### config.mk
export PLATFORM = sky130hd
export DESIGN_NAME = jhash_mix
export DESIGN_NICKNAME = d
export VERILOG_FILES = /design/src/rtl/jhash_pkg.sv /design/src/rtl/jhash_rotl.sv /design/src/rtl/jhash_mix.sv
export SDC_FILE = /design/constraint.sdc
export NUM_CORES = 1
export LEC_CHECK = 0
export BUFFER_PORTS_ARGS = -buffer_cell sky130_fd_sc_hd__buf_2
export CAP_MARGIN = 0
export CORE_UTILIZATION = 55
export DETAILED_ROUTE_END_ITERATION = 12
export PLACE_DENSITY = 0.84
export REMOVE_ABC_BUFFERS = 1
export SLEW_MARGIN = 20
export SYNTH_ARGS = -nofsm -noshare
export SYNTH_HDL_FRONTEND = slang
export SYNTH_SLANG_ARGS = --single-unit
### constraint.sdc
create_clock -name vclk -period 5.4
set_clock_uncertainty 0.2 [all_clocks]
set_input_delay 1.08 -clock vclk [all_inputs]
set_output_delay 1.08 -clock vclk [all_outputs]
set_load 0.03 [all_outputs]
### src/rtl/jhash_pkg.sv
// Shared constants for the lookup3 hash datapath (jhash_mix, jhash_rotl, jhash_core).
package jhash_pkg;
  localparam int JHASH_W = 32;

  // Rotate amounts for the six mixing rounds, in the order jhash_core applies them.
  localparam logic [4:0] SH_R0 = 5'd4;
  localparam logic [4:0] SH_R1 = 5'd6;
  localparam logic [4:0] SH_R2 = 5'd8;
  localparam logic [4:0] SH_R3 = 5'd16;
  localparam logic [4:0] SH_R4 = 5'd19;
  localparam logic [4:0] SH_R5 = 5'd4;

  localparam logic [JHASH_W-1:0] JHASH_INIT = 32'hDEAD_BEEF;
endpackage

### src/rtl/jhash_rotl.sv
// Barrel left-rotator: stage k rotates by 2**k when shift[k] is set.
module jhash_rotl #(
  parameter int WIDTH = 32,
  parameter int SHW   = 5
) (
  input  logic [WIDTH-1:0] din,
  input  logic [SHW-1:0]   shift,
  output logic [WIDTH-1:0] dout
);
  logic [SHW:0][WIDTH-1:0] st;

  assign st[0] = din;

  for (genvar k = 0; k < SHW; k++) begin : g_stage
    localparam int D = 1 << k;
    assign st[k+1] = shift[k] ? {st[k][WIDTH-1-D:0], st[k][WIDTH-1:WIDTH-D]} : st[k];
  end

  assign dout = st[SHW];
endmodule

### src/rtl/jhash_mix.sv
// One lookup3 mix step: OA = (a - c) ^ rotl(c, shift), OB = b, OC = c + b.
// Define JHASH_MIX_OUTREG_EN to register the outputs (1-cycle latency, async active-low clear).
module jhash_mix
  import jhash_pkg::*;
#(
  parameter int WIDTH = JHASH_W,
  parameter int SHW   = 5
) (
  input  logic             clk,
  input  logic             rst,
  input  logic [WIDTH-1:0] a,
  input  logic [WIDTH-1:0] b,
  input  logic [WIDTH-1:0] c,
  input  logic [SHW-1:0]   shift,
  output logic [WIDTH-1:0] OA,
  output logic [WIDTH-1:0] OB,
  output logic [WIDTH-1:0] OC
);
  logic [WIDTH-1:0] rot, oa_c, oc_c;

  jhash_rotl #(.WIDTH(WIDTH), .SHW(SHW)) u_rotl (
    .din  (c),
    .shift(shift),
    .dout (rot)
  );

  // Both arithmetic ops wrap modulo 2**WIDTH by width truncation.
  assign oa_c = (a - c) ^ rot;
  assign oc_c = c + b;

`ifdef JHASH_MIX_OUTREG_EN
  always_ff @(posedge clk or negedge rst) begin
    if (!rst) begin
      OA <= '0;
      OB <= '0;
      OC <= '0;
    end else begin
      OA <= oa_c;
      OB <= b;
      OC <= oc_c;
    end
  end
`else
  logic unused_clk_rst;
  assign unused_clk_rst = clk ^ rst;

  assign OA = oa_c;
  assign OB = b;
  assign OC = oc_c;
`endif
endmodule

==> results by group <==
Placed design
  • Placer Congestion: a little over 1
  • Post-DP HPWL: approximately 16000 µm
  • Placed cell area: around 7000 µm²
  • Port Buffer Count: 197

Floorplanning
  • Die Wd: 107.1 µm
  • Initial Util: 57.78%
  • Die area: 11460 µm²
  • FP Rows: 37
  • Chip height: 107.1 µm
  • Io pins: 199
  • Core area: between 10000 and 15000 µm²

Worst setup path
  • CP required: between 4000 and 5000 ps
  • Crit path arrival time: roughly 3900 ps
  • CP Class: primary input to output pin
  • Worst setup EP type: output pin
  • CP Launch Type: primary input
  • CP Max Fanout: 6

STA
  • Final setup viols: 0
  • Max Clk Rate: 194.2 MHz
  • Hold Violations, Final: 0
  • Worst slew margin: 55.95%
  • Setup TNS: 0 ps
  • Slew Limit Fails: 0
  • RSZ-0062 raised after global routing: false
  • Post-layout minimum cycle time: slightly above 5000 ps
  • Tcrit/Tclk final: a little over nine tenths
  • Worst Max-Slew Pin Slew: approximately 660 ps

Synth
  • Simple-gate share of the synthesized area: between 10% and 20%
  • Xor/xnor share of the synthesized area: roughly 13%
  • Mux contribution to synthesized area: between 20 and 25%
  • Post-synth top area cell: ha_1
  • Syn. warnings: 0
  • Mapped Cells: 815
  • Sequential fraction of the synthesis area: 0%
  • Top cells by count, synth: 80 x a21oi_1, 76 x nand2_1, 68 x xnor2_1
  • Most common cell in the synthesized netlist: a21oi_1
  • Main combinational cell family by area after synthesis: compound AO/OA/AOI/OAI gates
  • Top cell type's share of synthesized area: approximately 13%
  • Synth Area in Compound Gates: ~26%
  • Netlist cell types: 63
  • Synth Area in Adders: around 13%
  • Syn_area_per_cell: roughly 7.5 µm²
  • Mapped cell area: 6072 µm²
  • Synth area leaders: ha_1 13%, xnor2_1 9.8%, mux2i_1 9.4%

Min path
  • Worst min path class: primary input to output pin
  • Hold endpoint: OB[0]
  • Hold Path Stages: 2
  • Hold wc startpoint: b[0]

Layout
  • Diode count: 0
  • Register Area: 0 µm²
  • Final #Nets: 1122
  • Layout cell share with drive strength beyond 1: between 20% and 30%
  • Clk_buf instances: 0
  • Final instance area: 6899 µm²
  • Area of the multi-input gates: about 5400 µm²
  • Area growth, synth to finish: 13.62%
  • Layout sequential cell count: 0
  • FILL cells: 969

Power and ir drop
  • Comb pwr share: between 90% and 100%
  • Pwr Density: ~190 nW/µm²
  • Leakage: between 3 and 4 nW
  • Maximum VDD drop: between 0.1 and 0.15 mV
  • Sw frac: a little under two thirds
  • Clock power frac: 0%
  • Flop pwr share: 0%
  • Internal power: approximately 470 µW
  • Switching power: 828.0 µW

Global routing
  • Initial antenna violation count: 0
  • Global Route Usage Sum: between 30 and 40%
  • Largest net degree at the start of global routing: 34
  • Grt ovf: 0
  • First-pass GRT wire length: roughly 30000 µm
  • Vias in the first global route: 6097

Route
  • WL met2: roughly 9000 µm
  • DR WL met3: 1824 µm
  • Total iterations of the first detailed-routing run: 5
  • Top routing layer in use: met4
  • Remaining DRCs: 0
  • Drt initial violations: roughly 460
  • M1 WL: 7883 µm
  • ANT nets after route: 0
  • Vias: ~6700
  • Via/cell ratio: ~6.1
  • Wire length per cell: between 15 and 20 µm
  • Routed wire length: ~20000 µm

Outcome
  • Status: finished clean

Run
  • Total of max-cap violations: 0

Clocking
  • Hold_buf cts: 0
## cells in the final DEF, fill, tap and decap left out, types with 3 or more instances in the layout
master / count
a211o_1: 4
a211oi_1: 6
a21o_1: 35
a21oi_1: 79
a31oi_1: 9
and2_1: 7
and3_1: 8
buf_2: 196
buf_4: 17
ha_1: 62
inv_1: 46
mux2_2: 19
mux2i_1: 57
mux4_1: 10
mux4_2: 16
nand2_1: 76
nand2b_1: 7
nand3_1: 12
nand4_1: 10
nor2_1: 41
nor2b_1: 6
nor3_1: 3
o211ai_1: 11
o21a_1: 5
o21ai_0: 64
o21ai_1: 4
o21bai_1: 10
o31ai_1: 3
xnor2_1: 68
xor2_1: 25
## worst max-delay path, cell delays in order
cell       delay [ps]
buf_2             170
ha_1              190
inv_1              50
fa_1              400
a211oi_2          240
o21ai_1           160
a21oi_2           240
nor3_1            130
a2111oi_2         360
a2111oi_1         130
o32ai_1           340
xnor2_1           160
clkbuf_4          200
## worst max-delay path by stage
stage          slack [ps]      to  depth (start not counted)  start
2_1_floorplan         450  OC[26]                         10   b[0]
3_5_place_dp           60  OA[28]                         13   c[0]
4_1_cts                50  OA[28]                         13   c[0]
5_1_grt                20  OA[28]                         12   c[2]
3_3_place_gp           90  OA[28]                         13   c[0]
6_report              250  OA[28]                         13   c[0]
## power groups by stage
stage	clock network [mW]	registers, mW	logic, mW
6_report	0	0	1.30
5_1_grt	0	0	1.40
4_1_cts	0	0	1.29
3_5_place_dp	0	0	1.28
3_3_place_gp	0	0	1.27
2_1_floorplan	0	0	0.887
## what timing repair did
item	4_1_cts	5_1_grt
buffers inserted	0	1
setup endpoints to repair	0	5
resized for setup	0	4
hold endpoints to repair	0	0
## layer usage
metal	vias up	GRT usage, %
li1	3235	-
met1	2993	42.53
met2	384	56.77
met3	73	4.195
met4	0	13.60
met5	-	0
## kinds of logic after synthesis
kind of cell	count (synthesis)
simple gates	180
buf+inv	123
xor+xnor	93
fa+ha+maj	64
mux	102
compound gates	253
## stage by stage
| stage | power, mW | worst slack (ps) | hold WS (ps) | utilization (%) | instances |
|---|---|---|---|---|---|
| after detailed placement | 1.282 | 55.72 | 2230 | 65.46 | 1088 |
| after global routing | 1.397 | 17.70 | 2231 | 65.65 | 1089 |
| final | 1.302 | 251.9 | 2229 | 65.65 | 1089 |
| after global placement | 1.273 | 92.06 | 2228 | 65.46 | 1088 |
| after floorplan | 0.8869 | 447.2 | 1960 | - | 739 |
| after CTS | 1.288 | 45.10 | 2230 | 65.46 | 1088 |
## cell type report
class / count / share of cell area [%]
multi-input cells: 692 / 78.80
well taps: 136 / 2.466
inverters: 47 / 2.557
repair buffers: 214 / 16.18
No activity file was read; power rests on OpenSTA's default activity.
